$ cat src/rtl/mem_burst_pkg.sv
// Shared types and constants for the read-burst responder.
// Latency: n/a (declarations only).
// Backpressure: n/a.
package mem_burst_pkg;

    localparam int ADDR_W = 24;
    localparam int LEN_W  = 10;

    localparam logic [1:0] ST_IDLE   = 2'd0;
    localparam logic [1:0] ST_ISSUE  = 2'd1;
    localparam logic [1:0] ST_DRAIN  = 2'd2;
    localparam logic [1:0] ST_FINISH = 2'd3;

    typedef enum logic [1:0] {
        IDLE   = ST_IDLE,
        ISSUE  = ST_ISSUE,
        DRAIN  = ST_DRAIN,
        FINISH = ST_FINISH
    } state_t;

    // Word address increment; the 24-bit result wraps 0xFFFFFF -> 0x000000.
    function automatic logic [ADDR_W-1:0] addr_next(input logic [ADDR_W-1:0] a);
        return a + ADDR_W'(1);
    endfunction

endpackage

$ cat src/rtl/mem_burst_read_resp_if.sv
// Bundle of the rd_burst_* request/return signals and the memory read port.
// Latency: n/a (wires only).
// Backpressure: mem_ready gates strobes; the return path has no backpressure.
// Ports: master = initiator plus memory backend side, slave = burst responder.
interface mem_burst_read_resp_if
    import mem_burst_pkg::*;
#(
    parameter int DATA_BITS = 32
);
    logic                 rd_burst_req;
    logic [LEN_W-1:0]     rd_burst_len;
    logic [ADDR_W-1:0]    rd_burst_addr;
    logic                 rd_burst_data_valid;
    logic [DATA_BITS-1:0] rd_burst_data;
    logic                 rd_burst_finish;
    logic                 mem_ready;
    logic                 mem_rd_en;
    logic [ADDR_W-1:0]    mem_rd_addr;
    logic [DATA_BITS-1:0] mem_rdata;

    modport master (
        output rd_burst_req, rd_burst_len, rd_burst_addr, mem_ready, mem_rdata,
        input  rd_burst_data_valid, rd_burst_data, rd_burst_finish, mem_rd_en, mem_rd_addr
    );

    modport slave (
        input  rd_burst_req, rd_burst_len, rd_burst_addr, mem_ready, mem_rdata,
        output rd_burst_data_valid, rd_burst_data, rd_burst_finish, mem_rd_en, mem_rd_addr
    );
endinterface

$ cat src/rtl/rd_lat_pipe.sv
// Valid shift line that tracks accepted read strobes through the memory latency.
// Latency: DEPTH cycles from in_vld to out_vld.
// Backpressure: none, shifts every cycle.
// Ports: mem_clk, rst_n (async active-low), in_vld, out_vld.
module rd_lat_pipe #(
    parameter int DEPTH = 2
) (
    input  logic mem_clk,
    input  logic rst_n,
    input  logic in_vld,
    output logic out_vld
);
    logic [DEPTH-1:0] sr;

    always_ff @(posedge mem_clk or negedge rst_n) begin
        if (!rst_n) begin
            sr <= '0;
        end else begin
            sr[0] <= in_vld;
            for (int i = 1; i < DEPTH; i++) begin
                sr[i] <= sr[i-1];
            end
        end
    end

    assign out_vld = sr[DEPTH-1];
endmodule

$ cat src/rtl/mem_burst_read_resp.sv
// Read-burst responder: walks a word-addressed synchronous memory for one burst.
// Latency: first beat READ_LATENCY+2 cycles after acceptance; finish 1 cycle after last beat.
// Backpressure: mem_ready stalls strobe issue only; returned data is never stalled.
// Ports: mem_clk, rst_n (async active-low), bus (slave side of mem_burst_read_resp_if).
module mem_burst_read_resp
    import mem_burst_pkg::*;
#(
    parameter int MEM_DATA_BITS = 32,
    parameter int READ_LATENCY  = 2
) (
    input  logic                  mem_clk,
    input  logic                  rst_n,
    mem_burst_read_resp_if.slave  bus
);
    state_t                   state;
    state_t                   state_nxt;
    logic [ADDR_W-1:0]        addr_cnt;
    logic [LEN_W-1:0]         issue_left;
    logic [LEN_W-1:0]         ret_left;
    logic                     accept;
    logic                     strobe;
    logic                     ret_vld;
    logic                     data_vld;
    logic [MEM_DATA_BITS-1:0] data;
    logic                     finish;

    assign accept = (state == IDLE) && bus.rd_burst_req;
    assign strobe = (state == ISSUE) && bus.mem_ready;

    always_comb begin
        state_nxt = state;
        case (state)
            IDLE: begin
                if (bus.rd_burst_req) begin
                    state_nxt = (bus.rd_burst_len == '0) ? FINISH : ISSUE;
                end
            end
            ISSUE: begin
                if (strobe && issue_left == LEN_W'(1)) begin
                    state_nxt = DRAIN;
                end
            end
            DRAIN: begin
                // data_vld is the registered beat, so finish lands one cycle after it.
                if (data_vld && ret_left == LEN_W'(1)) begin
                    state_nxt = FINISH;
                end
            end
            FINISH:  state_nxt = IDLE;
            default: state_nxt = IDLE;
        endcase
    end

    always_ff @(posedge mem_clk or negedge rst_n) begin
        if (!rst_n) begin
            state <= IDLE;
        end else begin
            state <= state_nxt;
        end
    end

    always_ff @(posedge mem_clk or negedge rst_n) begin
        if (!rst_n) begin
            addr_cnt   <= '0;
            issue_left <= '0;
            ret_left   <= '0;
        end else if (accept) begin
            addr_cnt   <= bus.rd_burst_addr;
            issue_left <= bus.rd_burst_len;
            ret_left   <= bus.rd_burst_len;
        end else begin
            if (strobe) begin
                addr_cnt   <= addr_next(addr_cnt);
                issue_left <= issue_left - LEN_W'(1);
            end
            if (data_vld && ret_left != '0) begin
                ret_left <= ret_left - LEN_W'(1);
            end
        end
    end

    rd_lat_pipe #(
        .DEPTH (READ_LATENCY)
    ) u_lat_pipe (
        .mem_clk (mem_clk),
        .rst_n   (rst_n),
        .in_vld  (strobe),
        .out_vld (ret_vld)
    );

    always_ff @(posedge mem_clk or negedge rst_n) begin
        if (!rst_n) begin
            data_vld <= 1'b0;
            data     <= '0;
            finish   <= 1'b0;
        end else begin
            data_vld <= ret_vld;
            if (ret_vld) begin
                data <= bus.mem_rdata;
            end
            finish <= (state_nxt == FINISH);
        end
    end

    assign bus.mem_rd_en           = strobe;
    assign bus.mem_rd_addr         = addr_cnt;
    assign bus.rd_burst_data_valid = data_vld;
    assign bus.rd_burst_data       = data;
    assign bus.rd_burst_finish     = finish;
endmodule

$ cat src/flat_wrapper.sv
// flat-port wrapper written by rule: the top's interface ports become plain ports
module mem_burst_read_resp_flat import mem_burst_pkg::*;
#(
    parameter int MEM_DATA_BITS = 32,
    parameter int READ_LATENCY  = 2
)
  (mem_clk, rst_n, bus_rd_burst_req, bus_rd_burst_len, bus_rd_burst_addr, bus_mem_ready, bus_mem_rdata, bus_rd_burst_data_valid, bus_rd_burst_data, bus_rd_burst_finish, bus_mem_rd_en, bus_mem_rd_addr);
  mem_burst_read_resp_if #(.DATA_BITS((32))) bus_i ();
  input  logic mem_clk;
  input  logic rst_n;
  input wire logic [$bits(bus_i.rd_burst_req)-1:0] bus_rd_burst_req;
  input wire logic [$bits(bus_i.rd_burst_len)-1:0] bus_rd_burst_len;
  input wire logic [$bits(bus_i.rd_burst_addr)-1:0] bus_rd_burst_addr;
  input wire logic [$bits(bus_i.mem_ready)-1:0] bus_mem_ready;
  input wire logic [$bits(bus_i.mem_rdata)-1:0] bus_mem_rdata;
  output wire logic [$bits(bus_i.rd_burst_data_valid)-1:0] bus_rd_burst_data_valid;
  output wire logic [$bits(bus_i.rd_burst_data)-1:0] bus_rd_burst_data;
  output wire logic [$bits(bus_i.rd_burst_finish)-1:0] bus_rd_burst_finish;
  output wire logic [$bits(bus_i.mem_rd_en)-1:0] bus_mem_rd_en;
  output wire logic [$bits(bus_i.mem_rd_addr)-1:0] bus_mem_rd_addr;
  assign bus_i.rd_burst_req = bus_rd_burst_req;
  assign bus_i.rd_burst_len = bus_rd_burst_len;
  assign bus_i.rd_burst_addr = bus_rd_burst_addr;
  assign bus_i.mem_ready = bus_mem_ready;
  assign bus_i.mem_rdata = bus_mem_rdata;
  assign bus_rd_burst_data_valid = bus_i.rd_burst_data_valid;
  assign bus_rd_burst_data = bus_i.rd_burst_data;
  assign bus_rd_burst_finish = bus_i.rd_burst_finish;
  assign bus_mem_rd_en = bus_i.mem_rd_en;
  assign bus_mem_rd_addr = bus_i.mem_rd_addr;
  mem_burst_read_resp #(.MEM_DATA_BITS(MEM_DATA_BITS), .READ_LATENCY(READ_LATENCY)) u_core (.mem_clk(mem_clk), .rst_n(rst_n), .bus(bus_i));
endmodule
$ cat config.mk
export PLATFORM = sky130hd
export DESIGN_NAME = mem_burst_read_resp_flat
export DESIGN_NICKNAME = d
export VERILOG_FILES = /design/src/rtl/mem_burst_pkg.sv /design/src/rtl/mem_burst_read_resp_if.sv /design/src/rtl/rd_lat_pipe.sv /design/src/rtl/mem_burst_read_resp.sv /design/src/flat_wrapper.sv
export SDC_FILE = /design/constraint.sdc
export NUM_CORES = 1
export LEC_CHECK = 0
export BUFFER_PORTS_ARGS = -buffer_cell sky130_fd_sc_hd__clkbuf_2
export CORE_MARGIN = 2
export CORE_UTILIZATION = 55
export CTS_CLUSTER_DIAMETER = 60
export DETAILED_ROUTE_END_ITERATION = 6
export PLACE_DENSITY = 0.93
export SYNTH_ARGS = -nofsm -noshare
export SYNTH_HDL_FRONTEND = slang
export SYNTH_SLANG_ARGS = --single-unit
$ cat constraint.sdc
create_clock -name mem_clk -period 4.69 [get_ports mem_clk]
set_input_delay 0.7035 -clock mem_clk [delete_from_list [all_inputs] [get_ports mem_clk]]
set_output_delay 0.7035 -clock mem_clk [all_outputs]
set_load 0.05 [all_outputs]
# --- Yosys cells after proc, flatten, opt, wreduce, memory -nomap -nowiden ---
# Cells that the tools add are included.
op_classes:
  bitwise_logic: 0
  n_addsub: 3
  shift: 0
  mux: 11
  n_lt_le_gt_ge: 0
  eq_ne: 6
  reduce_logical: 10
  div: 0
  n_mul: 0
op_table:
  columns: ["operator", "n"]
  rows:
  - ["24-bit two-way mux", 2]
  - ["10-bit two-way mux", 4]
  - ["24-bit by 1-bit adder with 24-bit output, second input constant", 1]
  - ["10-bit by 1-bit == test with 1-bit output, second input constant", 2]
  - ["10-bit by 1-bit subtractor with 10-bit output, second input constant", 2]
  - ["10-bit logical NOT", 1]
  - ["10-bit nonzero test", 1]
  - ["2-bit two-way mux", 4]
  - ["2-bit case mux with 4 select lines", 1]
  - ["2-bit == test, second input constant", 3]
  - ["1-bit logical AND", 5]
  - ["2-bit nonzero test", 2]
  - ["2-bit by 1-bit == test with 1-bit output, second input constant", 1]
  - ["2-bit logical NOT", 1]
word_totals:
  mem_count: 0
  output_inout_bits: 59
  mem_bits_rw: 0
  rom_bits: 0
  regBits: 82
  in_bits: 70
  latchBits: 0
  word_cells: 38

# --- Longest topological paths before layout ---
# Gate-level depths: netlist of the first run.
logic_depth:
  depth_word: 6
  depth_mapped: 7

# --- Modules after synthesis ---
# From an unflattened synthesis of the first run, not the netlist that was laid out.
unflattened:
  hier_cells: 381
  area_unflattened_um2: 3982.6
by_module_without_submodules:
  columns: ["mod", "area_each_um2", "seq_area_each_um2", "instances", "cells_each"]
  rows:
  - ["mem_burst_read_resp", 3932.5, 2001.9, 1, 379]
  - ["rd_lat_pipe", 50.0, 50.0, 1, 2]

# --- Least setup slack after synthesis of the first run ---
# Ideal clock, no wire load.
synth_path:
  path_kind: "input port to output port"
  start: "input port bus_mem_ready"
  end: "output port bus_mem_rd_en"
  t_required_ns: 3.987
  slack_ns: 2.607
  stages: 3
  t_arrival_ns: 1.379
  cell_sequence: "nand3b_1 -> inv_2 -> buf_2"
synth_via:
  elab_chain_len: 1
synth_rtl:
  columns: ["element", "line_no", "rtl"]
  rows:
  - ["start, declared", "flat_wrapper.sv:14", "input wire logic [$bits(bus_i.mem_ready)-1:0] bus_mem_ready;"]
  - ["1-bit logical AND", "mem_burst_read_resp.sv:28", "assign strobe = (state == ISSUE) && bus.mem_ready;"]
  - ["end, declared", "flat_wrapper.sv:19", "output wire logic [$bits(bus_i.mem_rd_en)-1:0] bus_mem_rd_en;"]
# Every way passes these cells.

# --- Worst setup path in the final report of the first run ---
layout_path:
  start: "register u_core.state[1]"
  end: "output port bus_mem_rd_en"
layout_via:
  elab_chain_len: 2
layout_rtl:
  columns: ["element", "line_no", "rtl"]
  rows:
  - ["start, declared", "mem_burst_read_resp.sv:15", "state_t state;"]
  - ["start signal, assigned", "mem_burst_read_resp.sv:58", "state <= state_nxt;"]
  - ["2-bit by 1-bit == test with 1-bit output", "mem_burst_read_resp.sv:28", null]
  - ["1-bit logical AND", "mem_burst_read_resp.sv:28", null]
# Every way passes these cells.

==> metrics.md, run 1 <==
| Metric | Value |
|---|---|
| Final std cells w/o fill | `599` |
| Drt first-iter violations | `208` |
| Sequential Area | `2050 um^2` |
| Setup CP Type | `register to primary output` |
| Number of nets in the layout | `574` |
| Worst slew margin | `27.2%` |
| Max-slew violations | `0` |
| Post-Route WL | `9.75 mm` |
| Placed cells | `583` |
| FF+latch count, synth | `82` |
| Seq/Total Area, Yosys | `51.8%` |
| Most frequent cell after synthesis | `dfrtp_1` |
| Die Y | `88.9 um` |
| Simple-Gate Fraction of Synth Area | `17.5%` |
| IO Pins | `129` |
| Multi-input logic area | `1830 um^2` |
| Postcts setup bufs | `0` |
| Placed Area | `4680 um^2` |
| Yosys top cell area share | `51.8%` |
| TritonCTS clock tree | `done` |
| Post-synth top cells | `82 x dfrtp_1, 50 x nand2_1, 27 x mux2_2` |
| Cts repair resizes | `0` |
| Setup TNS | `0 ns` |
| CTS buffer count | `9` |
| First-pass GRT wire length | `15.8 mm` |
| Post-route cell area | `4890 um^2` |
| Post-route ant nets | `0` |
| GPL Wtd Cong | `0.819` |
| Status | `finished clean` |
| Leading area contributor after synthesis | `dfrtp_1` |
| RSZ-0062 raised after global routing | `false` |
| Clk pin slew, worst setup/hold paths | `0.08 ns` |
| Worst vdd ir | `0.474 mV` |
| CTS Buffer Depth | `2` |
| Synthesized cell area | `3960 um^2` |
| Fraction of layout cells with a size suffix above 1 | `37.0%` |
| Initial DRT Pass Iterations | `5` |
| Starting density of the core | `57.7%` |
| Crit-path max FO | `27` |
| Final global-route overflow total | `0` |
| Area of the core | `6870 um^2` |
| Root Driver | `clkbuf_8` |
| Xor/xnor cell area share of the yosys netlist | `3.76%` |
| Worst-Skew Late Latency | `0.35 ns` |
| Post-synth ARST share | `100%` |
| Synth Area per Inst | `10.6 um^2` |
| Leak pwr | `2.26 nW` |
| FF-to-FF setup slack | `2.59 ns` |
| Vias after detailed routing | `3505` |
| Power Dens Cells | `724 nW/um^2` |
| CP required | `3.99 ns` |
| Final Hold Vio Count | `0` |
| Num Clock Sinks | `82` |
| I/O Buffers | `128` |
| Actual slew at the worst max-slew pin | `1.09 ns` |
| Hold WC Path Type | `register to register` |
| Critical Path Source Type | `register` |
| Pin count of the biggest net entering global routing | `83` |
| Final Critical Period | `2.56 ns` |
| Post-synthesis compound-gate area fraction | `13.4%` |
| # fillers | `527` |
| WP data arrival | `1.86 ns` |
| Global Route Usage Sum | `25.9%` |
| Hold_buf cts | `0` |
| Estimated wirelength of the detail-placed design | `7.10 mm` |
| Syn nets | `448` |
| Vias in the first global route | `3403` |
| Antenna diodes | `0` |
| Mux cell area share after synthesis | `9.38%` |
| Residual DRC count | `0` |
| Area Growth Syn to Fin | `23.6%` |
| # rows | `30` |
| Synth Instances | `372` |
| Post-DR wirelength/cell | `16.3 um` |
| H-tree depth | `3` |
| DIE AREA | `7900 um^2` |
| Initial antenna violation count | `0` |
| Die X | `88.9 um` |
| Yosys cell types | `58` |
| Fmax | `390 MHz` |
| Hold path cells | `0` |
| Max-cap violation count | `0` |
| Largest family of logic cells by synthesized area | `simple AND/OR/NAND/NOR gates` |
| Final setup vio count | `0` |
| Top FF cell, synth | `dfrtp_1` |
| Top post-synthesis cells by area | `dfrtp_1 52%, mux2_2 7.7%, nand2_1 4.7%` |
| R2R depth | `5` |
| Skew final | `0.0140 ns` |
| Ys Warns | `0` |
| Crit share post-route | `54.7%` |
| Synth Area in Adders | `1.90%` |
| Via density | `5.85` |
| Number of flops mapped to enable cells by yosys | `0` |
| Worst hold margin | `0.358 ns` |
| Crit path capture type | `primary output` |
[layout by cell type, fill, tap and decap left out, drive strengths merged, types with 6 or more instances in the layout]
cell type and count:
ha 6, xor2 10, dfrtp 82, nand2 50, inv 10, mux2 33, xnor2 7, nor3 15
nand4 10, o21ai 33, nand3 17, a22oi 7, clkbuf 137, nor2 18, a21oi 8
[sequential cells by signal (all words and copies together), names as in the netlist]
signal,flops
u_core.issue_left,10
u_core.bus.rd_burst_data_valid,1
u_core.u_lat_pipe.sr,2
u_core.state,2
u_core.bus.mem_rd_addr,24
u_core.bus.rd_burst_data,32
u_core.ret_left,10
u_core.bus.rd_burst_finish,1
[logic make-up (layout without fill, tap and decap cells)]
group           after synthesis  count (layout)
fa+ha+maj                     6               6
buf+inv                      22             153
flops                        82              82
compound gates               79              79
xor+xnor                     17              17
mux                          33              33
simple gates                133             133
[critical path: stages (launching register included)]
cell	delay (ns)
dfrtp_1	0.49
nand3b_1	0.20
buf_4	0.23
inv_2	0.26
clkbuf_2	0.34
[final timing paths]
path	startpoint	end
max	u_core.state[1]	bus_mem_rd_en
min	u_core.u_lat_pipe.sr[0]	u_core.u_lat_pipe.sr[1]
max reg2reg	u_core.state[0]	u_core.bus.mem_rd_addr[7]
min reg2reg	u_core.u_lat_pipe.sr[0]	u_core.u_lat_pipe.sr[1]
max in group asynchronous	rst_n	u_core.bus.mem_rd_addr[18]
min in group asynchronous	rst_n	u_core.bus.rd_burst_data[0]
[stage by stage]
step	util [%]	worst slack (ns)	total power [mW]
6_report	71.3	2.13	3.54
5_1_grt	71.3	2.06	3.75
4_1_cts	71.3	2.13	3.55
3_5_place_dp	68.2	2.29	3.01
3_3_place_gp	68.2	2.33	2.94
2_1_floorplan	-	2.61	2.56
[power breakdown]
part           switching (mW)  internal (mW)  total (mW)
sequential              0.297          0.993        1.29
combinational            1.21          0.504        1.72
clock                   0.267          0.267       0.534
[routing by layer]
layer	vias up	GRT usage [%]	wire length (um)	share of wire [%]
met5	-	0	0	0
met4	0	9.78	202	2.1
met3	25	3.73	711	7.3
met2	193	44.1	4890	50
met1	1679	33.7	3940	40
li1	1608	-	-	-
[final cells by class]
| type | instances | area share (%) |
|---|---|---|
| Clock buffer | 10 | 2.81 |
| Sequential cell | 82 | 41.9 |
| Timing Repair Buffer | 130 | 13.4 |
| Multi-Input combinational cell | 268 | 37.3 |
| Tap cell | 96 | 2.45 |
| Inverter | 7 | 0.537 |
| Clock inverter | 6 | 1.48 |
No activity file was read; power rests on OpenSTA's default activity.
==> run 2, diff against run 1 <==
CORE_UTILIZATION = 46   (was 55)
PLACE_DENSITY = 0.83   (was 0.93)
clock period = 2.17 ns   (was 4.69 ns; I/O delays follow)
==> run 2 against run 1 <==
Clock-buffer cell count decreased by 1. Combinational power increased by 120%. Sequential power increased by 120%. Non-clock buffer count increased by 12. Die area increased by 19%. Critical path type unchanged.
==> metrics.md, run 2 (same netlist as run 1, synthesis figures left out) <==
| Metric | Value |
|---|---|
| Status | `finished clean` |
| Final global-route overflow total | `0` |
| Post-route ant nets | `0` |
| RSZ-0062 raised after global routing | `false` |
| Num Clock Sinks | `82` |
| Worst slew margin | `63.9%` |
| # rows | `33` |
| IO Pins | `129` |
| Residual DRC count | `0` |
| Crit path capture type | `primary output` |
| CTS buffer count | `9` |
| Power Dens Cells | `1560 nW/um^2` |
| Drt first-iter violations | `187` |
| Initial antenna violation count | `0` |
| WP data arrival | `1.71 ns` |
| Leak pwr | `2.33 nW` |
| Setup TNS | `0 ns` |
| CTS Buffer Depth | `2` |
| CP required | `1.84 ns` |
| Vias in the first global route | `3474` |
| Area Growth Syn to Fin | `27.4%` |
| Worst-Skew Late Latency | `0.35 ns` |
| Crit-path max FO | `10` |
| Commonest non-fill, non-tap cells in the layout | `127 x clkbuf_2, 82 x dfrtp_1, 50 x nand2_1, 27 x mux2_2` |
| Final setup vio count | `0` |
| Post-Route WL | `9.95 mm` |
| Global Route Usage Sum | `21.9%` |
| Fmax | `491 MHz` |
| I/O Buffers | `128` |
| Tot Pwr | `7.89 mW` |
| GPL Wtd Cong | `0.884` |
| Setup CP Type | `register to primary output` |
| DIE AREA | `9370 um^2` |
| Max reg flops | `32` |
| Skew final | `0.00764 ns` |
| Die Y | `96.8 um` |
| Fraction of layout cells with a size suffix above 1 | `38.3%` |
| Postcts setup bufs | `0` |
| Max-cap violation count | `0` |
| Placed Area | `4800 um^2` |
| Die X | `96.8 um` |
| Final Critical Period | `2.04 ns` |
| Vias after detailed routing | `3457` |
| Initial DRT Pass Iterations | `4` |
| Post-route cell area | `5040 um^2` |
| Number of nets in the layout | `586` |
| Core Util, Final | `60.8%` |
| Starting density of the core | `47.7%` |
| Commonest non-fill, non-tap cell in the layout | `clkbuf_2` |
| Worst vdd ir | `0.936 mV` |
| Area of the core | `8300 um^2` |
| Max-slew violations | `0` |
| Via density | `5.58` |
| TritonCTS clock tree | `done` |
| Hold WC Path Type | `primary input to register` |
| Crit share post-route | `93.8%` |
| Final Hold Vio Count | `0` |
| Antenna diodes | `0` |
| Critical Path Source Type | `register` |
| Pin count of the biggest net entering global routing | `44` |
| H-tree depth | `3` |
| Root Driver | `clkbuf_8` |
| First-pass GRT wire length | `17.0 mm` |
| Estimated wirelength of the detail-placed design | `7.41 mm` |
| Actual slew at the worst max-slew pin | `0.541 ns` |
| Worst hold margin | `0.178 ns` |
| Hold_buf cts | `1` |
| Cts repair resizes | `0` |
| Clk pin slew, worst setup/hold paths | `0.09 ns` |
| Post-DR wirelength/cell | `16.1 um` |
-- run 2: changes by cell type in the layout (fill, tap and decap cells not counted) --
cell and delta:
buf_4 +9, buf_12 +2, inv_8 +2, bufinv_16 +1, clkbuf_8 -1, clkinv_4 -1
dlygate4sd3_1 +1, inv_6 -1
-- run 2: power breakdown --
group | internal, mW | leakage [nW] | switching [mW] | total, mW
combinational | 1.16 | 1.23 | 2.66 | 3.82
clock | 0.672 | 0.114 | 0.611 | 1.28
sequential | 2.15 | 0.994 | 0.638 | 2.78
-- run 2: per-layer routing --
metal / vias to the layer above / GRT usage, % / routed length, um
met5: - / 0 / 0
met4: 0 / 4.88 / 56
met3: 9 / 3.68 / 642
met2: 155 / 37.9 / 5040
met1: 1664 / 28.9 / 4210
li1: 1629 / - / -
-- run 2: area by class of cell --
| class | count | area [um^2] |
|---|---|---|
| Clock buffer | 9 | 124 |
| Clock inverter | 7 | 108 |
| Fill cell | 701 | 3250 |
| Inverter | 7 | 26.3 |
| Multi-Input combinational cell | 268 | 1830 |
| Sequential cell | 82 | 2050 |
| Tap cell | 105 | 131 |
| Timing Repair Buffer | 142 | 776 |
-- run 2: worst max-delay path, cell delays in order, from the launching register on --
cell and delay (ns):
dfrtp_1 0.48, nand3b_1 0.24, inv_2 0.18, buf_4 0.18, clkbuf_2 0.28
-- run 2: final timing paths --
kind | endpoint | cells after the start | slack (ns) | from
max reg2reg | u_core.ret_left[1] | 5 | 0.27 | u_core.ret_left[2]
min | u_core.bus.mem_rd_addr[8] | 3 | 0.18 | bus_rd_burst_addr[8]
min reg2reg | u_core.u_lat_pipe.sr[1] | 0 | 0.35 | u_core.u_lat_pipe.sr[0]
min in group asynchronous | u_core.bus.rd_burst_data[3] | 2 | 0.49 | rst_n
max in group asynchronous | u_core.bus.mem_rd_addr[1] | 3 | 1.07 | rst_n
max | bus_mem_rd_en | 4 | 0.13 | u_core.state[1]
-- run 2: per-stage QoR --
| step | setup slack (ns) | cells |
|---|---|---|
| final | 0.134 | 620 |
| after CTS | 0.124 | 620 |
| after global routing | 0.0328 | 620 |
| after global placement | 0.391 | 603 |
| after floorplan | 0.195 | 372 |
| after detailed placement | 0.306 | 603 |
==> run 3, diff against run 2 <==
CORE_MARGIN = 3   (was 2)
SLEW_MARGIN = 20   (was default)
==> run 3 against run 2 <==
Worst hold slack worse by 0.0086 ns. Non-clock buffer count rose by 2. Sequential share of layout area increased by 0.24 points. Final cell count grew 0.32%. Largest power group unchanged. Critical endpoint unchanged. Power down 2.5%.
==> metrics.md, run 3 (same netlist as run 1, synthesis figures left out) <==
| Metric | Value |
|---|---|
| Initial DRT Pass Iterations | `5` |
| Commonest non-fill, non-tap cell in the layout | `clkbuf_2` |
| WP data arrival | `1.72 ns` |
| TritonCTS clock tree | `done` |
| DIE AREA | `9760 um^2` |
| Critical Path Source Type | `register` |
| Post-route ant nets | `0` |
| Status | `finished clean` |
| Sequential Area | `2050 um^2` |
| Worst hold margin | `0.169 ns` |
| Vias after detailed routing | `3494` |
| Initial antenna violation count | `0` |
| Die Y | `98.8 um` |
| Max-slew violations | `0` |
| # fillers | `678` |
| Post-DR wirelength/cell | `15.8 um` |
| H-tree depth | `3` |
| Final Hold Vio Count | `0` |
| Skew final | `0.0136 ns` |
| Num Clock Sinks | `82` |
| Crit path capture type | `primary output` |
| Area of the core | `8300 um^2` |
| Fmax | `488 MHz` |
| Drt first-iter violations | `180` |
| RSZ-0062 raised after global routing | `false` |
| Global Route Usage Sum | `20.5%` |
| Cts repair resizes | `0` |
| CTS buffer count | `9` |
| Max-cap violation count | `0` |
| Via density | `5.62` |
| Power Dens Cells | `1530 nW/um^2` |
| Hold WC Path Type | `primary input to register` |
| FF-to-FF setup slack | `0.31 ns` |
| Commonest non-fill, non-tap cells in the layout | `127 x clkbuf_2, 82 x dfrtp_1, 50 x nand2_1, 27 x mux2_2` |
| Final Critical Period | `2.05 ns` |
| Pin count of the biggest net entering global routing | `35` |
| Fraction of layout cells with a size suffix above 1 | `38.5%` |
| Final setup vio count | `0` |
| Estimated wirelength of the detail-placed design | `7.38 mm` |
| CTS Buffer Depth | `2` |
| Post-Route WL | `9.83 mm` |
| Postcts setup bufs | `0` |
| IO Pins | `129` |
| Setup CP Type | `register to primary output` |
| Starting density of the core | `47.7%` |
| M1 GR Usage | `28.1%` |
| CP required | `1.84 ns` |
| Grt met2 use | `32.8%` |
| Max reg flops | `32` |
| Number of nets in the layout | `588` |
| I/O Buffers | `128` |
| Worst slew margin | `62.5%` |
| Most used routing layer | `met2` |
| Clk pin slew, worst setup/hold paths | `0.09 ns` |
| Area Growth Syn to Fin | `26.6%` |
| Final global-route overflow total | `0` |
| Worst-Skew Late Latency | `0.36 ns` |
| Leak pwr | `2.33 nW` |
| Crit-path max FO | `10` |
| Setup TNS | `0 ns` |
| First-pass GRT wire length | `16.2 mm` |
| Vias in the first global route | `3448` |
| Met3 Resource Use GR | `4.03%` |
| # rows | `33` |
| Residual DRC count | `0` |
| Actual slew at the worst max-slew pin | `0.563 ns` |
| Root Driver | `clkbuf_8` |
| Crit share post-route | `94.5%` |
| Antenna diodes | `0` |
| GPL Wtd Cong | `0.936` |
| Multi-input logic area | `1830 um^2` |
| Die X | `98.8 um` |
| Worst vdd ir | `0.954 mV` |
==> run 3: changes by cell type in the layout (fill, tap and decap cells not counted) <==
cell | before | now
bufinv_16 | 2 | 1
buf_4 | 12 | 15
buf_12 | 2 | 1
clkinv_2 | 0 | 2
clkinvlp_4 | 1 | 0
inv_6 | 2 | 3
clkinv_4 | 0 | 1
inv_8 | 2 | 0
==> run 3: report_power, final <==
part,leakage [nW],total (mW),internal [mW],switching (mW)
Clock,0.104,1.12,0.542,0.583
Combinational,1.23,3.80,1.16,2.65
Sequential,0.994,2.76,2.15,0.616
==> run 3: what timing repair did <==
action / CTS / global route
hold buffers: 1 / 0
endpoints found under the setup margin: 0 / 0
endpoints found under the hold margin: 32 / 0
==> run 3: path summary, 6_finish.rpt <==
kind	start	end	depth (start not counted)
setup / recovery	u_core.state[1]	bus_mem_rd_en	4
hold / removal	bus_rd_burst_addr[12]	u_core.bus.mem_rd_addr[12]	3
setup reg to reg	u_core.ret_left[2]	u_core.ret_left[1]	5
hold reg to reg	u_core.u_lat_pipe.sr[0]	u_core.u_lat_pipe.sr[1]	0
max in group asynchronous	rst_n	u_core.issue_left[0]	3
min in group asynchronous	rst_n	u_core.ret_left[4]	2
==> run 3: layout make-up <==
cell class	count	share of cell area, %
Timing Repair Buffer	144	15.5
Inverter	7	0.524
Clock inverter	7	1.50
Tap cell	105	2.62
Multi-Input combinational cell	268	36.5
Sequential cell	82	40.9
Clock buffer	9	2.47
==> run 3: routing by layer <==
metal / up-vias / wire length [um]
met5: - / 0
met4: 0 / 152
met3: 17 / 962
met2: 166 / 4620
met1: 1673 / 4090
li1: 1638 / -
==> run 3: critical path: stages, from the launching register on <==
cell and delay (ns):
dfrtp_1 0.48, nand3b_1 0.24, inv_2 0.19, buf_4 0.19
clkbuf_2 0.28
==> run 3: stage by stage <==
stage | cell area (um^2) | setup slack (ns) | utilization [%] | power [mW] | std cells
finish | 5010 | 0.120 | 60.4 | 7.69 | 622
global route | 5010 | 0.0362 | 60.4 | 8.15 | 622
CTS | 5010 | 0.129 | 60.4 | 7.73 | 622
detailed placement | 4810 | 0.355 | 57.9 | 6.59 | 605
global placement | 4810 | 0.397 | 57.9 | 6.46 | 605
floorplan | 3960 | 0.195 | - | 5.53 | 372
